`src/rtl/module_controle_if.sv`:
```
// RAM and ALU bus of the Mini-CPU control unit.
// The controller owns the master side; RAM and ALU sit on the slave side.
interface module_controle_if;
    logic [3:0]  ramEndereco;
    logic        ramEscrever;
    logic [15:0] ramDadoEscrever;
    logic [15:0] ramDadoLido;
    logic [15:0] valorGuardarULA;
    logic [2:0]  opcodeULA;
    logic        sinalImmULA;
    logic [5:0]  ImmULA;
    logic [15:0] v1ULA;
    logic [15:0] v2ULA;

    modport master (
        output ramEndereco, ramEscrever, ramDadoEscrever,
        output opcodeULA, sinalImmULA, ImmULA, v1ULA, v2ULA,
        input  ramDadoLido, valorGuardarULA
    );

    modport slave (
        input  ramEndereco, ramEscrever, ramDadoEscrever,
        input  opcodeULA, sinalImmULA, ImmULA, v1ULA, v2ULA,
        output ramDadoLido, valorGuardarULA
    );
endinterface

```
`src/rtl/module_controle.sv`:
```
// Mini-CPU control unit: decodes one 18-bit instruction per button press and
// sequences RAM reads, ALU operand hold, write-back, CLEAR sweep and DISPLAY.
module module_controle (
    input  logic                    clk,
    input  logic                    reset,
    input  logic                    enviar,
    input  logic [17:0]             instrucao,
    module_controle_if.master       bus,
    output logic [15:0]             valorDisplay,
    output logic [3:0]              regDisplay,
    output logic                    ocupado,
    output logic                    pronto
);

    localparam logic [2:0] OP_LOAD    = 3'b000;
    localparam logic [2:0] OP_ADD     = 3'b001;
    localparam logic [2:0] OP_SUB     = 3'b011;
    localparam logic [2:0] OP_CLEAR   = 3'b110;
    localparam logic [2:0] OP_DISPLAY = 3'b111;

    typedef enum logic [2:0] {
        OCIOSO, LER_A, LER_B, EXECUTAR, ESCREVER, LIMPAR, MOSTRAR, FIM
    } state_t;

    state_t      state_q, state_d;
    logic        enviar_q;
    logic [2:0]  opcode_q, opcode_d;
    logic [3:0]  dest_q, dest_d;
    logic [3:0]  src1_q, src1_d;
    logic [3:0]  src2_q, src2_d;
    logic        sinal_q, sinal_d;
    logic [5:0]  imm_q, imm_d;
    logic [3:0]  addr_q, addr_d;
    logic [3:0]  cnt_q, cnt_d;
    logic [15:0] v1_q, v1_d;
    logic [15:0] v2_q, v2_d;
    logic [15:0] disp_q, disp_d;
    logic [3:0]  regdisp_q, regdisp_d;
    logic        start;
    logic        we;
    logic [15:0] wdata;

    // NOTE: every signal gets a default before the case so no path leaves one unassigned (no latches).
    always_comb begin
        start     = enviar && !enviar_q;
        state_d   = state_q;
        opcode_d  = opcode_q;
        dest_d    = dest_q;
        src1_d    = src1_q;
        src2_d    = src2_q;
        sinal_d   = sinal_q;
        imm_d     = imm_q;
        addr_d    = addr_q;
        cnt_d     = cnt_q;
        v1_d      = v1_q;
        v2_d      = v2_q;
        disp_d    = disp_q;
        regdisp_d = regdisp_q;
        we        = 1'b0;
        wdata     = 16'h0000;

        case (state_q)
            OCIOSO: begin
                if (start) begin
                    opcode_d = instrucao[17:15];
                    dest_d   = instrucao[14:11];
                    src1_d   = instrucao[10:7];
                    src2_d   = instrucao[6:3];
                    sinal_d  = instrucao[6];
                    imm_d    = instrucao[5:0];
                    case (instrucao[17:15])
                        OP_LOAD:  state_d = EXECUTAR;
                        OP_CLEAR: state_d = LIMPAR;
                        default:  state_d = LER_A;
                    endcase
                end
            end
            LER_A: begin
                if (opcode_q == OP_DISPLAY) begin
                    addr_d  = dest_q;
                    state_d = MOSTRAR;
                end else begin
                    addr_d  = src1_q;
                    state_d = LER_B;
                end
            end
            LER_B: begin
                v1_d    = bus.ramDadoLido;
                addr_d  = src2_q;
                state_d = EXECUTAR;
            end
            EXECUTAR: begin
                v2_d    = (opcode_q == OP_ADD || opcode_q == OP_SUB) ? bus.ramDadoLido : 16'h0000;
                state_d = ESCREVER;
            end
            ESCREVER: begin
                we      = 1'b1;
                addr_d  = dest_q;
                wdata   = bus.valorGuardarULA;
                state_d = FIM;
            end
            LIMPAR: begin
                we     = 1'b1;
                addr_d = cnt_q;
                cnt_d  = cnt_q + 4'd1;
                if (cnt_q == 4'd15) begin
                    cnt_d   = 4'd0;
                    state_d = FIM;
                end
            end
            MOSTRAR: begin
                disp_d    = bus.ramDadoLido;
                regdisp_d = dest_q;
                state_d   = FIM;
            end
            FIM:     state_d = OCIOSO;
            default: state_d = OCIOSO;
        endcase

        // A reset cycle must not commit the in-flight write, so a partial CLEAR stops cleanly.
        if (reset) begin
            we    = 1'b0;
            wdata = 16'h0000;
        end
    end

    // NOTE: state registers use non-blocking assignments so all of them update together on the edge.
    always_ff @(posedge clk) begin
        if (reset) begin
            state_q   <= OCIOSO;
            enviar_q  <= 1'b1;
            opcode_q  <= 3'd0;
            dest_q    <= 4'd0;
            src1_q    <= 4'd0;
            src2_q    <= 4'd0;
            sinal_q   <= 1'b0;
            imm_q     <= 6'd0;
            addr_q    <= 4'd0;
            cnt_q     <= 4'd0;
            v1_q      <= 16'h0000;
            v2_q      <= 16'h0000;
            disp_q    <= 16'h0000;
            regdisp_q <= 4'd0;
        end else begin
            state_q   <= state_d;
            enviar_q  <= enviar;
            opcode_q  <= opcode_d;
            dest_q    <= dest_d;
            src1_q    <= src1_d;
            src2_q    <= src2_d;
            sinal_q   <= sinal_d;
            imm_q     <= imm_d;
            addr_q    <= addr_d;
            cnt_q     <= cnt_d;
            v1_q      <= v1_d;
            v2_q      <= v2_d;
            disp_q    <= disp_d;
            regdisp_q <= regdisp_d;
        end
    end

    assign bus.ramEndereco     = addr_d;
    assign bus.ramEscrever     = we;
    assign bus.ramDadoEscrever = wdata;
    assign bus.opcodeULA       = opcode_q;
    assign bus.sinalImmULA     = sinal_q;
    assign bus.ImmULA          = imm_q;
    assign bus.v1ULA           = v1_q;
    assign bus.v2ULA           = v2_q;
    assign valorDisplay        = disp_q;
    assign regDisplay          = regdisp_q;
    assign ocupado             = (state_q != OCIOSO);
    assign pronto              = (state_q == FIM);

endmodule

```
`src/flat_wrapper.sv`:
```
// flat-port wrapper written by rule: the top's interface ports become plain ports
module module_controle_flat 
  (clk, reset, enviar, instrucao, valorDisplay, regDisplay, ocupado, pronto, bus_ramEndereco, bus_ramEscrever, bus_ramDadoEscrever, bus_opcodeULA, bus_sinalImmULA, bus_ImmULA, bus_v1ULA, bus_v2ULA, bus_ramDadoLido, bus_valorGuardarULA);
  module_controle_if bus_i ();
  input  logic clk;
  input  logic reset;
  input  logic enviar;
  input  logic [17:0] instrucao;
  output logic [15:0] valorDisplay;
  output logic [3:0] regDisplay;
  output logic ocupado;
  output logic pronto;
  output wire logic [$bits(bus_i.ramEndereco)-1:0] bus_ramEndereco;
  output wire logic [$bits(bus_i.ramEscrever)-1:0] bus_ramEscrever;
  output wire logic [$bits(bus_i.ramDadoEscrever)-1:0] bus_ramDadoEscrever;
  output wire logic [$bits(bus_i.opcodeULA)-1:0] bus_opcodeULA;
  output wire logic [$bits(bus_i.sinalImmULA)-1:0] bus_sinalImmULA;
  output wire logic [$bits(bus_i.ImmULA)-1:0] bus_ImmULA;
  output wire logic [$bits(bus_i.v1ULA)-1:0] bus_v1ULA;
  output wire logic [$bits(bus_i.v2ULA)-1:0] bus_v2ULA;
  input wire logic [$bits(bus_i.ramDadoLido)-1:0] bus_ramDadoLido;
  input wire logic [$bits(bus_i.valorGuardarULA)-1:0] bus_valorGuardarULA;
  assign bus_ramEndereco = bus_i.ramEndereco;
  assign bus_ramEscrever = bus_i.ramEscrever;
  assign bus_ramDadoEscrever = bus_i.ramDadoEscrever;
  assign bus_opcodeULA = bus_i.opcodeULA;
  assign bus_sinalImmULA = bus_i.sinalImmULA;
  assign bus_ImmULA = bus_i.ImmULA;
  assign bus_v1ULA = bus_i.v1ULA;
  assign bus_v2ULA = bus_i.v2ULA;
  assign bus_i.ramDadoLido = bus_ramDadoLido;
  assign bus_i.valorGuardarULA = bus_valorGuardarULA;
  module_controle u_core (.clk(clk), .reset(reset), .enviar(enviar), .instrucao(instrucao), .bus(bus_i), .valorDisplay(valorDisplay), .regDisplay(regDisplay), .ocupado(ocupado), .pronto(pronto));
endmodule
```
`config.mk`:
```
export PLATFORM = sky130hd
export DESIGN_NAME = module_controle_flat
export DESIGN_NICKNAME = d
export VERILOG_FILES = /design/src/rtl/module_controle_if.sv /design/src/rtl/module_controle.sv /design/src/flat_wrapper.sv
export SDC_FILE = /design/constraint.sdc
export NUM_CORES = 1
export LEC_CHECK = 0
export ABC_AREA = 1
export CORE_MARGIN = 2
export CORE_UTILIZATION = 44
export CTS_BUF_LIST = sky130_fd_sc_hd__clkbuf_2
export DETAILED_ROUTE_END_ITERATION = 8
export HOLD_SLACK_MARGIN = 0.08
export MAX_ROUTING_LAYER = met4
export PLACE_DENSITY_LB_ADDON = 0.2
export SKIP_CTS_REPAIR_TIMING = 1
export SYNTH_ARGS = -nofsm -noshare
export SYNTH_HDL_FRONTEND = slang
export SYNTH_SLANG_ARGS = --single-unit
```
`constraint.sdc`:
```
create_clock -name clk -period 1.46 [get_ports clk]
set_input_delay 0.219 -clock clk [delete_from_list [all_inputs] [get_ports clk]]
set_output_delay 0.219 -clock clk [all_outputs]
set_load 0.1 [all_outputs]
```
======== Word level (Yosys, flattened, before mapping) ========
Index checks and enable logic that the tools add are counted.
cells by class
  equality and inequality tests ........... 14
  reduce and logical (&&, ||, !) cells .... 10
  muxes and demuxes ....................... 13
  $add $sub $neg .......................... 1
operators by type and width
  operator                                                number
  2-to-1 mux 16 bit                                       3
  one-hot mux 3 bit (7 select lines)                      1
  equality test 3 bit (second input constant)             6
  one-hot mux 4 bit (4 select lines)                      1
  equality test 3 x 2 -> 1 bit (second input constant)    3
  2-to-1 mux 3 bit                                        3
  2-to-1 mux 4 bit                                        2
  equality test 3 x 1 -> 1 bit (second input constant)    2
  zero test 3 bit                                         2
  one-hot mux 3 bit (2 select lines)                      1
  adder 4 x 1 -> 4 bit (second input constant)            1
  equality test 4 bit (second input constant)             1
  inequality test 2 x 1 -> 1 bit (second input constant)  2
  AND reduction 2 bit                                     2
  OR reduction 2 bit                                      2
  nonzero test 3 bit                                      1
  2-to-1 mux 1 bit                                        2
  logical AND 1 bit                                       1
  zero test 1 bit                                         1
  logical OR 1 bit                                        1
storage, ports and cells
  register bits ........................... 86

======== Depth between registers and ports, before layout ========
  word-level depth ........................ 4
  gate-level depth with buffers ........... 9

======== Least setup slack after synthesis ========
OpenSTA, ideal clock, no wires.
  kind .................................... reg2reg
  start ................................... reg u_core.opcode_q[0], in the netlist u_core.bus.opcodeULA[0]
  end ..................................... reg u_core.addr_q[2]
  path buffers ............................ 1
  data arrival time ....................... 2.549 ns
  slack ................................... -1.207 ns
  clock period less this slack ............ 2.667 ns
  required time ........................... 1.342 ns
  stages on the path, launching flop included .. 7
  library setup time ...................... 0.118 ns
  path through ............................ dfxtp_1 -> buf_2 -> nand4_1 -> nand3_1 -> nand3_1 -> nand2_1 -> inv_1
between the ends
  longest elaborated chain between the ends .. 3
ends and longest elaborated chain
  item                                line                    RTL
  start, declared                     module_controle.sv:27   logic [2:0] opcode_q, opcode_d;
  start signal, assigned              module_controle.sv:147  opcode_q <= opcode_d;
  equality test 3 bit                 module_controle.sv:79   if (opcode_q == OP_DISPLAY) begin
  2-to-1 mux 4 bit                    module_controle.sv:79
  one-hot mux 4 bit (4 select lines)  module_controle.sv:62   case (state_q)
  net bus_ramEndereco[2]              flat_wrapper.sv:13      output wire logic [$bits(bus_i.ramEndereco)-1:0] bus_ramEndereco;
  end signal, assigned                module_controle.sv:153  addr_q <= addr_d;
  end, declared                       module_controle.sv:33   logic [3:0] addr_q, addr_d;
The timed path passes the listed nets, and every way through them passes these cells.
A chain may end at the register's enable or synchronous reset.

======== Worst setup path in the final report ========
  start ................................... reg u_core.state_q[1]
  end ..................................... out bus_ramEndereco[3]
between the ends
  longest elaborated chain between the ends .. 2
  elaborated cells on any way between the ends .. 5
  classes of those cells .................. eq/ne (4); mux (1)
ends and longest elaborated chain
  item                                               line                    RTL
  start, declared                                    module_controle.sv:25   state_t state_q, state_d;
  start signal, assigned                             module_controle.sv:145  state_q <= state_d;
  equality test 3 bit, or another cell as far along  module_controle.sv:62
  one-hot mux 4 bit (4 select lines) (*)             module_controle.sv:62
  end, declared                                      flat_wrapper.sv:13
Mark *: on every way between the ends. The rest lies on a longest branch, timed or not.

==> out/qor.txt <==
clock power share - 0.162
average size of a mapped cell - 7.24 um2
Fin. Hold Viols - 0
Syn Inst Count - 466
switching part of the total - 0.482
Die W - 91.6 um
clock-pin slew on the worst setup and hold paths - 0.25 ns
post-route antenna net violation count - 0
TritonCTS clock tree - built
Synth area leader - dfxtp_1
max-cap violations - 0
DR pass1 iterations - 5
relative slew slack - 0.735
n_diodes - 0
vias in the first global route - 3998
Startpoint Class - flop
final WL - 15.3 mm
share of cells above drive strength 1 - 0.382
area of the multi-input gates - 1710 um2
WHS - 0.165 ns
die area - 8390 um2
Clock Sinks - 82
routed vias - 4244
RSZ-0062 raised after global routing - true
register area - 1700 um2
TNS Setup - -13.87 ns
final worst path period share - 1.43
Wirelength per Cell - 21.0 um
initial core utilization - 0.460
synthesis-stage register bit count - 82
Lkg Pwr - 0.00260 uW
Worst Hold Class - in -> reg
setup violators final - 37
CP required - 1.24 ns
pwr dens - 1670 nW/um2
cells taking the most area after synthesis - dfxtp_1 49%, a21oi_1 11%, o21ai_0 8.9%
Max Fclk - 0.478 GHz
Die Span Y - 91.6 um
post-synth top area share - 0.486
Filler Cells Inserted - 264
initial antenna violation count - 0
sequential share of power - 0.273
TritonCTS Buffers - 9
setup ws final - -0.633 ns
first-pass GRT wire length - 20.5 mm
Root Buffer - clkbuf_2
DP Worst Slack - -0.189 ns
clk buf depth - 2
status - complete, but fails checks
DRT iter0 DRCs - 536
combinational power share - 0.566
Cell Area, Synth - 3370 um2
hpwl dp - 8.99 mm
crit path DAT - 1.87 ns
Final Util - 0.906
Boundary Pins - 138
remaining global-route overflow - 0
drt drc - 0
FP Rows - 31
Vias/cell - 5.84
Yosys cell types - 19
Peak VDD IR - 0.00210 V
failing checks - setup timing
R2R cell count - 8
Worst-Skew Late Latency - 0.58 ns
Synth Warn # - 0
syn nets - 520
most common cell after layout, fill and taps aside - buf_12
core area - 7330 um2
crit path capture type - output pin
Hold Path Cell Cnt - 3
WS Path Type - reg -> out
Routability Congestion - 0.896
fin nets - 677
most frequent cells in the layout - 89 x buf_12, 75 x inv_1, 71 x a21oi_1
crit path max fanout - 4
Final Critical Period - 2.09 ns
max-slew violations - 0
Cell Int Power - 5750 uW
htree depth - 3
PortBufs - 137
register area share after synthesis - 0.486
GRT Overall Usage - 0.322
area growth from synthesis to layout - 96.7%
clock skew - 0.0504 ns
Sw Pwr - 5360 uW
pin count of the biggest net entering global routing - 41
total power - 11100 uW
Tightest Pin Transition - 0.397 ns
==> synthesized netlist by cell type <==
cell type / instances
clkinv_1: 1
ha_1: 1
nor3_1: 2
nor2_1: 43
buf_2: 10
nand3_1: 28
inv_2: 2
dfxtp_1: 82
nand2_1: 43
inv_1: 78
clkbuf_1: 18
nand4_1: 20
clkbuf_2: 1
nand3_2: 1
o21ai_0: 60
o21bai_1: 1
a21oi_1: 72
o21ai_1: 1
nor2_2: 2
==> routing by layer <==
layer / vias to the layer above / GRT usage / routed length (um)
li1: 1827 / - / -
met1: 1985 / 0.331 / 5110
met2: 334 / 0.580 / 7980
met3: 98 / 0.0755 / 1220
met4: 0 / 0.140 / 992
met5: - / - / 0
==> flip-flops by register name (all words and copies together), names as in the netlist <==
name and cells:
u_core.bus.opcodeULA 3, u_core.src1_q 4, u_core.src2_q 1, u_core.enviar_q 1
u_core.valorDisplay 16, u_core.bus.v1ULA 16, u_core.bus.v2ULA 16, u_core.addr_q 4
u_core.cnt_q 4, u_core.bus.ImmULA 5, u_core.bus.sinalImmULA 1, u_core.regDisplay 4
u_core.dest_q 4, u_core.state_q 3
==> worst paths after layout <==
| kind | to | from | slack (ns) |
|---|---|---|---|
| max | bus_ramEndereco[3] | u_core.state_q[1]$_SDFFE_PP0P_ | -0.63 |
| min | u_core.enviar_q$_SDFF_PP1_ | enviar | 0.16 |
| max reg2reg | u_core.bus.opcodeULA[2]$_SDFFE_PP0P_ | u_core.state_q[0]$_SDFFE_PP0P_ | -0.14 |
| min reg2reg | u_core.valorDisplay[8]$_SDFFE_PP0N_ | u_core.valorDisplay[8]$_SDFFE_PP0N_ | 0.49 |
==> power by group through the flow <==
stage	clock [uW]	sequential (uW)	combinational, uW
floorplan	0	4590	1730
global placement	0	2960	5480
detailed placement	0	2990	5610
CTS	1740	2950	5660
global route	1860	3050	6470
finish	1790	3030	6280
==> area by class of cell <==
class / instances / area share
clock buffer: 9 / 0.00678
sequential: 82 / 0.256
inverter: 81 / 0.0475
timing repair buffer: 175 / 0.393
tap: 99 / 0.0187
multi-input combinational: 274 / 0.258
clock inverter: 7 / 0.0211
==> per-stage QoR <==
stage | instances | instance area, um2
floorplan | 466 | 3640
detailed placement | 703 | 6090
global placement | 703 | 6090
CTS | 719 | 6270
global route | 727 | 6640
finish | 727 | 6640
==> cells by family (layout without fill, tap and decap cells) <==
| group | count (synthesis) | in the layout | share of synthesized area |
|---|---|---|---|
| DFF | 82 | 82 | 0.486 |
| adders and majority gates | 1 | 1 | 0.00371 |
| AOI/OAI and AO/OA | 134 | 134 | 0.199 |
| buffers and inverters | 110 | 272 | 0.126 |
| and+or+nand+nor | 139 | 139 | 0.184 |
==> critical path, stage by stage (launching register included) <==
cell     delay [ns]
dfxtp_4        0.44
buf_4          0.15
nand2_2        0.17
nand3_4        0.14
nand3_2        0.13
nand3_4        0.10
buf_12         0.18
Note: power is estimated with default switching activity, not from simulation.
